===== src/rtl/f1_reaction_timer.sv =====
// f1_reaction_timer: F1 start-light reaction timer measuring lights-out to button press in clk cycles.
// Define F1_SEQ_CHECK_EN to fault on illegal start-light sequences (otherwise they are ignored).
module f1_reaction_timer #(
  parameter int CNT_W = 16
) (
  input  logic             clk,
  input  logic             rst,
  input  logic [7:0]       lights,
  input  logic             btn,
  input  logic             clr,
  output logic [CNT_W-1:0] time_out,
  output logic             time_valid,
  output logic             jump_start,
  output logic             seq_err,
  output logic             busy
);
  typedef enum logic [2:0] {IDLE, ARMING, ALL_ON, TIMING, DONE, FAULT} state_t;
  localparam logic [CNT_W-1:0] CNT_MAX = '1;
  state_t state, state_nxt;
  logic [7:0] level, level_nxt, level_up;
  logic [CNT_W-1:0] cnt, cnt_nxt, cnt_inc, time_nxt;
  logic btn_q, jump, jump_nxt, press, bad;
  assign press = btn & ~btn_q;
  assign level_up = {level[6:0], 1'b1};
  assign cnt_inc = (cnt == CNT_MAX) ? cnt : cnt + 1'b1;
`ifdef F1_SEQ_CHECK_EN
  assign bad = lights != level && lights != level_up && lights != 8'hff &&
               !(state == ALL_ON && lights == 8'h00);
`else
  assign bad = 1'b0;
`endif
  always_comb begin
    state_nxt = state;
    level_nxt = level;
    cnt_nxt = cnt;
    time_nxt = time_out;
    jump_nxt = jump;
    case (state)
      IDLE: begin
        if (lights == 8'h01) begin
          state_nxt = ARMING;
          level_nxt = 8'h01;
        end
      end
      ARMING: begin
        if (press || bad) begin
          state_nxt = FAULT;
          jump_nxt = press;
        end else if (lights == level_up) begin
          level_nxt = level_up;
          state_nxt = (level_up == 8'hff) ? ALL_ON : ARMING;
        end
      end
      ALL_ON: begin
        if (press || bad) begin
          state_nxt = FAULT;
          jump_nxt = press;
        end else if (lights == 8'h00) begin
          state_nxt = TIMING;
          cnt_nxt = '0;
        end
      end
      TIMING: begin
        // the press cycle itself counts, so a press N cycles after entry reports N
        cnt_nxt = cnt_inc;
        if (press) begin
          state_nxt = DONE;
          time_nxt = cnt_inc;
        end
      end
      default: ;
    endcase
    if (clr) state_nxt = IDLE;
    if (state_nxt == IDLE) begin
      time_nxt = '0;
      cnt_nxt = '0;
    end
  end
  always_ff @(posedge clk or posedge rst) begin
    if (rst) begin
      state <= IDLE;
      level <= '0;
      cnt <= '0;
      time_out <= '0;
      btn_q <= 1'b0;
      jump <= 1'b0;
    end else begin
      state <= state_nxt;
      level <= level_nxt;
      cnt <= cnt_nxt;
      time_out <= time_nxt;
      btn_q <= btn;
      jump <= jump_nxt;
    end
  end
  assign time_valid = state == DONE;
  assign jump_start = state == FAULT && jump;
`ifdef F1_SEQ_CHECK_EN
  assign seq_err = state == FAULT && !jump;
`else
  assign seq_err = 1'b0;
`endif
  assign busy = state == ARMING || state == ALL_ON || state == TIMING;
endmodule

===== config.mk =====
export PLATFORM = sky130hd
export DESIGN_NAME = f1_reaction_timer
export DESIGN_NICKNAME = d
export VERILOG_FILES = /design/src/rtl/f1_reaction_timer.sv
export SDC_FILE = /design/constraint.sdc
export NUM_CORES = 1
export LEC_CHECK = 0
export CAP_MARGIN = 20
export CORE_UTILIZATION = 38
export DETAILED_ROUTE_END_ITERATION = 10
export GPL_ROUTABILITY_DRIVEN = 0
export PLACE_DENSITY_LB_ADDON = 0.2
export SLEW_MARGIN = 30
export SYNTH_ARGS = -nofsm -noshare
export SYNTH_HDL_FRONTEND = slang
export SYNTH_SLANG_ARGS = --single-unit

===== constraint.sdc =====
create_clock -name clk -period 4.85 [get_ports clk]
set_input_delay 0.7275 -clock clk [delete_from_list [all_inputs] [get_ports clk]]
set_output_delay 0.7275 -clock clk [all_outputs]
set_load 0.1 [all_outputs]

# After elaboration in Yosys (flattened, before gate mapping)
# Index checks and enable logic that the tools add are counted.
# W data, S select, Z words.
# totals
ff_bits	44
input_bits	12
# op_classes
n_addsub	1
n_eq_ne	14
n_mux	21
bitwise	2
reduce_logical	15
# op_table
operator	n
$mux W16	7
$pmux W16 S2	1
$mux W3	7
$mux W7	3
$add A16 B1 Y16 const B	1
$eq A16 B16 Y1 const B	1
$pmux W7 S2	1
$pmux W3 S4	1
$eq A8 B1 Y1 const B	1
$eq A8 B8 Y1	1
$logic_not A8 Y1	1
$eq A7 B7 Y1 const B	1
$eq A3 B2 Y1 const B	2
$eq A3 B3 Y1 const B	2
$logic_not A3 Y1	2
$ne A2 B2 Y1 const B	3
$ne A3 B3 Y1 const B	2
$reduce_bool A2 Y1	3
$reduce_and A2 Y1	2
$reduce_and A4 Y1	1
$eq A3 B1 Y1 const B	1
$reduce_and A3 Y1	1
$reduce_bool A3 Y1	1
$logic_or A1 B1 Y1	2
other kinds (5)	5

# Longest topological paths before layout
# Gate-level depths: netlist (run 1).
# depth
ltp_word	9
depth_mapped	8
depth_no_buf	6

# Worst setup path before layout (run 1)
# OpenSTA, ideal clock, no wires.
# synth_path
kind	register to output
startpoint	reg state[2]
endpoint	out jump_start
t_arrival_ps	2753
t_required_ps	4123
slack_ps	1370
stages_incl_launch_ff	4
n_path_buf	1
path_cell_list	dfrtp_1 > clkbuf_1 > inv_1 > nor3_1
# synth_between
elab_chain_len	2
# synth_lines
item	line	rtl
start: declaration	19	state_t state, state_nxt;
start signal: assignment	88	state <= state_nxt;
$eq A3 B3 Y1	97	assign jump_start = state == FAULT && jump;
$logic_and A1 B1 Y1	97	
end: declaration	13	output logic jump_start,
# Every way passes these cells.

# Worst setup path in the final report (run 1)
# Ends and elaborated chain as after synthesis.

==> out/summary.txt, run 1 <==
Cell Pwr Density: 215.6 nW/um2
Register share of total power: 57.8%
Critical Path End Type: primary output
Worst EP arrival: 2320 ps
DRT Pass-1 Iters: 4
Final setup vio count: 0
Yosys cell types: 52
Avg Vias per Cell: 5.700
CTS sink cnt: 44
CTS Buffer Depth: 2
Ys async rst share: 100.0%
Max cap viols: 0
Post-CTS setup buffer count: 0
Outcome: finished, final reports clean
Core Footprint: 6832 um2
Clock transition at path regs: 80 ps
Gate power share: 9.1%
Sequential cell area fraction in the yosys report: 40.59%
Post-route DRC violation count: 0
Clock root buffer: clkbuf_8
Worst-path cell chain: inv_1 > nor3_1 > clkdlybuf4s50_1
CP bufs+invs: 2
Type of the worst min-delay path: reg2reg
H-tree Lvls: 2
Hpwl dp: 4476 um
Syn nets: 311
# diodes: 0
Slowest CP cell: clkdlybuf4s50_1
Fin Clk Skew: 3.112 ps
CP required: 4120 ps
Pleak: 1.196 nW
Std-Cell Rows: 30
Final hold vios: 0
P_int: 503.1 uW
CTS buffer count: 5
Die ar.: 7481 um2
GRT overflow: 0
Chip width: 86.49 um
Post_cts resized: 0
Iteration-0 DRC Markers: 185
Top delay family on crit path: buffers and inverters
Share of layout cells above drive strength 1: 8.202%
Slew headroom: 34.88%
NetSw: 172.4 uW
Clk_lat worst skew: 290 ps
First-pass GRT wire length: 11,220 um
Fin. max-slew vios: 0
EDFF count, synth: 0
Fin Setup TNS: 0 ps
Power share of the clock group: 33.1%
RSZ-0062 raised after global routing: no
Top_reg_cell synth: dfrtp_1
FF+latch count, synth: 44
Avg Cell Area, Syn: 9.103 um2
Area delta synth->final: 15.50%
Largest net degree at the start of global routing: 45
Yosys warning count: 0
Tcrit/Tclk final: 62.78%
All-Layer GR Usage: 19.16%
Worst-margin pin slew: 973.7 ps
TritonCTS clock tree: yes
R2r setup slk: 2440 ps
WS Path Type: reg2out
VDD IR max: 0.0001184 V
Initial Utilization: 39.71%
Worst Setup Start Kind: flip-flop
Max incr delay on CP: 1160 ps
Die height: 86.49 um
Sw frac: 25.52%
Overall power: 675.5 uW
Wire per inst: 15.80 um
Nets: 330
Fmax: 0.3284 GHz
Initial antenna violation count: 0
Vias: 2,354
Post-synthesis cell area: 2713 um2
I/O pin count: 32
Post-route ant nets: 0
Buffers added on ports: 30
Min Tclk post-route: 3045 ps
Synthesized instance count: 298
Crit-path max FO: 9
Post-CTS Hold Buffers: 0
Routed WL: 6527 um
Vias in the first global route: 2,245
==> area by class of cell <==
| cell class | count | area (um2) |
|---|---|---|
| sequential | 44 | 1101 |
| multi-input combinational | 220 | 1460 |
| clock buffer | 6 | 72.57 |
| inverter | 13 | 51.30 |
| timing repair buffer | 33 | 322.8 |
| tap | 96 | 120.1 |
| fill | 680 | 3699 |
| clock inverter | 1 | 5.005 |
==> metrics by stage <==
step,hold slack (ps),setup WS (ps),cell area (um2),cells,util [%]
6_report,464.2,1805,3133,413,45.86
3_5_place_dp,446.1,1763,3055,406,44.73
3_3_place_gp,443.2,1845,3053,406,44.69
4_1_cts,466.8,1793,3133,413,45.86
2_1_floorplan,427.6,1370,2713,298,-
5_1_grt,491.6,1696,3133,413,45.86
==> synthesized netlist by cell type, types with 3 or more instances <==
library cell | number | area share [%]
dfrtp_1 | 44 | 41
nor2_1 | 23 | 3.2
nand2_1 | 22 | 3.0
a21oi_1 | 15 | 2.8
clkbuf_1 | 15 | 2.1
nand3_1 | 14 | 2.6
o21ai_0 | 14 | 2.6
inv_1 | 13 | 1.8
a22oi_1 | 12 | 3.3
nand4_1 | 12 | 2.8
nor3_1 | 11 | 2.0
xnor2_1 | 11 | 3.6
mux2i_1 | 9 | 3.3
a211oi_1 | 6 | 1.7
a221oi_2 | 6 | 3.3
and2_1 | 5 | 1.2
a211oi_2 | 4 | 1.8
a31oi_1 | 4 | 0.92
or3_1 | 4 | 0.92
a221oi_1 | 3 | 0.97
and3_1 | 3 | 0.69
buf_6 | 3 | 1.2
nor2b_1 | 3 | 0.69
nor4_1 | 3 | 0.69
o211a_1 | 3 | 1.1
xor2_1 | 3 | 0.97
==> worst paths after layout <==
check                          from           end  depth (start not counted)
setup / recovery           state[2]    jump_start                          3
hold / removal                 jump          jump                          1
setup reg to reg           state[0]  time_out[13]                          4
hold reg to reg                jump          jump                          1
max in group asynchronous       rst        cnt[3]                          2
min in group asynchronous       rst      level[3]                          2
==> metal layers <==
layer | vias up | track usage (%) | wire length, um
met2 | 58 | 31.96 | 3202
met4 | 0 | 4.848 | 51
met3 | 4 | 3.143 | 226
li1 | 1145 | - | -
met1 | 1147 | 25.95 | 3047
met5 | - | 0 | 0
==> cells in the final DEF, fill, tap and decap left out, drive strengths merged, types with 2 or more instances in the layout <==
master and instances:
and2 5, nand2 22, nor2b 3, dfrtp 44
nand4 12, clkbuf 6, nor3 11, o21ai 14
inv 13, a21oi 15, a22oi 12, and3b 2
o211a 3, nand3 14, buf 3, nor2 23
a41o 2, mux2i 9, xor2 3, nand2b 2
a41oi 2, a32oi 2, a211oi 11, clkdlybuf4s50 30
xnor2 11, a21o 2, a31oi 4, nor4 3
and3 3, o211ai 2, a221oi 9, or3 5
==> power groups by stage <==
stage,Combinational [mW],Clock (mW),Sequential (mW)
after floorplan,0.0439,0,0.394
after global placement,0.0611,0,0.398
after detailed placement,0.0625,0,0.398
after CTS,0.0624,0.231,0.391
after global routing,0.0698,0.249,0.393
final,0.0615,0.224,0.390
==> kinds of logic after synthesis <==
group,count (synthesis),synth area share (%)
muxes,9,3.321
xor gates and xnor gates,14,4.520
buffers and inverters,34,5.719
and+or+nand+nor,110,20.85
AOI/OAI and AO/OA,85,24.40
adders and majority gates,1,0.4612
DFF,44,40.59
other,1,0.1382
==> sequential cells by signal, indices dropped and copies added, names as in the netlist <==
register and count:
level 7, jump 1, btn_q 1, cnt 16, state 3, time_out 16
Power figures use the tool's default switching activity.
==> inputs of run 2 (changes only) <==
- clock period: 4.85 -> 2.8 ns (I/O delays scaled with it)
==> run 2 against run 1 <==
  * Largest cell class unchanged
  * Global-route usage grew 0.14 points
  * Total power increased by 74%
  * Cell area increased by 0.80%
==> out/summary.txt, run 2 (synthesis results as in run 1) <==
Outcome: finished, final reports clean (unchanged)
CTS sink cnt: 44 (unchanged)
I/O pin count: 32 (unchanged)
Share of layout cells above drive strength 1: 16.82% (was 8.202%)
FF-to-FF Start: cnt[0] (was state[0])
Final hold vios: 0 (unchanged)
Routed WL: 6613 um (was 6527 um)
Cell Pwr Density: 371.5 nW/um2 (was 215.6 nW/um2)
Clk_lat worst skew: 300 ps (was 290 ps)
Worst Reg-to-Reg Cells: 6 (was 4)
Die ar.: 7481 um2 (unchanged)
R2r setup slk: 460 ps (was 2440 ps)
Fin cells: 423 (was 413)
Tcrit/Tclk final: 83.47%
DRT Pass-1 Iters: 4 (unchanged)
Most frequent cells in the layout: dfrtp_1, buf_4, nor2_1 (was dfrtp_1, clkdlybuf4s50_1, nor2_1)
Buffers added on ports: 30 (unchanged)
Avg Vias per Cell: 5.624 (was 5.700)
Final setup vio count: 0 (unchanged)
Worst reg2reg path endpoint: time_out[5] (was time_out[13])
All-Layer GR Usage: 19.31% (was 19.16%)
Fin Setup TNS: 0 ps (unchanged)
Clock transition at path regs: 90 ps (was 80 ps)
H-tree Lvls: 2 (unchanged)
CTS buffer count: 5 (unchanged)
CP required: 3010 ps (was 4120 ps)
Inst Count DP: 416 (was 406)
Area delta synth->final: 16.42% (was 15.50%)
Fmax: 0.4279 GHz
Hold_ws: 412.7 ps (was 464.2 ps)
Fin Clk Skew: 8.025 ps (was 3.112 ps)
Nets: 340 (was 330)
Pleak: 1.283 nW (was 1.196 nW)
Post-route DRC violation count: 0 (unchanged)
RSZ-0062 raised after global routing: no (unchanged)
CTS Buffer Depth: 2 (unchanged)
Hpwl dp: 4607 um (was 4476 um)
Die height: 86.49 um (unchanged)
Top flop regs: cnt x16, time_out x16, level x7 (unchanged)
Worst EP arrival: 2540 ps (was 2320 ps)
# diodes: 0 (unchanged)
Max cap viols: 0 (unchanged)
Slew headroom: 55.96% (was 34.88%)
Post-route ant nets: 0 (unchanged)
Vias: 2,379 (was 2,354)
Fin. max-slew vios: 0 (unchanged)
Initial Utilization: 39.71% (unchanged)
Critical Path End Type: flip-flop (was primary output)
GRT overflow: 0 (unchanged)
Post-CTS setup buffer count: 0 (unchanged)
Largest net degree at the start of global routing: 33 (was 45)
VDD IR max: 0.0002140 V (was 0.0001184 V)
Area post-placement: 3080 um2 (was 3055 um2)
Std-Cell Rows: 30 (unchanged)
Core Footprint: 6832 um2 (unchanged)
Worst-margin pin slew: 655.5 ps (was 973.7 ps)
TritonCTS clock tree: yes (unchanged)
Min Tclk post-route: 2337 ps
Chip width: 86.49 um (unchanged)
Post_cts resized: 0 (unchanged)
Post-CTS Hold Buffers: 0 (unchanged)
Iteration-0 DRC Markers: 149 (was 185)
Crit-path max FO: 7 (was 9)
Vias in the first global route: 2,231 (was 2,245)
Final Cell Area: 3158 um2 (was 3133 um2)
Wire per inst: 15.63 um (was 15.80 um)
Initial antenna violation count: 0 (unchanged)
First-pass GRT wire length: 11,320 um (was 11,220 um)
Commonest non-fill, non-tap cell in the layout: dfrtp_1 (unchanged)
WS Path Type: reg2reg (was reg2out)
Type of the worst min-delay path: in2async (was reg2reg)
Clock root buffer: clkbuf_8 (unchanged)
Worst Setup Start Kind: flip-flop (unchanged)
## run 2: cell types whose count changed in the layout (fill, tap and decap cells not counted), sizes merged
cell | previous run | this run
buf | 3 | 32
clkdlybuf4s50 | 30 | 11
## run 2: worst max-delay path by stage
stage | from | endpoint | depth (start not counted)
after floorplan | state[2] | jump_start | 3
after global placement | lights[5] | time_out[3] | 9
after detailed placement | lights[5] | time_out[3] | 8
after CTS | cnt[0] | time_out[5] | 6
after global routing | cnt[0] | time_out[5] | 6
final | cnt[0] | time_out[5] | 6
## run 2: stage by stage
stage / util, % / worst slack (ps) / total power [mW]
final: 46.23 / 462.8 / 1.173
after global placement: 45.09 / 280.8 / 0.7991
after CTS: 46.23 / 461.8 / 1.193
after detailed placement: 45.09 / 266.1 / 0.8023
after floorplan: - / -372.5 / 0.7586
after global routing: 46.23 / 315.1 / 1.229
## run 2: worst max-delay path, cell delays in order (launching register included)
cell and delay, ps:
dfrtp_1 450, ha_1 300, and3_1 290, and2_1 280
a211oi_1 490, xnor2_1 170, a221oi_1 270
## run 2: area by class of cell
cell class                 count  area (um2)
inverter                      13       48.80
sequential                    44        1101
timing repair buffer          43       350.3
tap                           96       120.1
clock buffer                   6       72.57
fill                         684        3674
clock inverter                 1       5.005
multi-input combinational    220        1460
## run 2: report_power, final
part	total, mW	switching, mW	internal (mW)
Sequential	0.677	0.0220	0.655
Combinational	0.110	0.0608	0.0494
Clock	0.386	0.216	0.170
Total	1.17	0.299	0.875
## run 2: layer usage
layer  vias up  global-route usage [%]  wire (um)
met1      1150                   27.73       3247
met5         -                       0          0
met2        58                   30.66       3090
met3         7                   2.286        203
met4         0                   5.455         71
li1       1164                       -          -
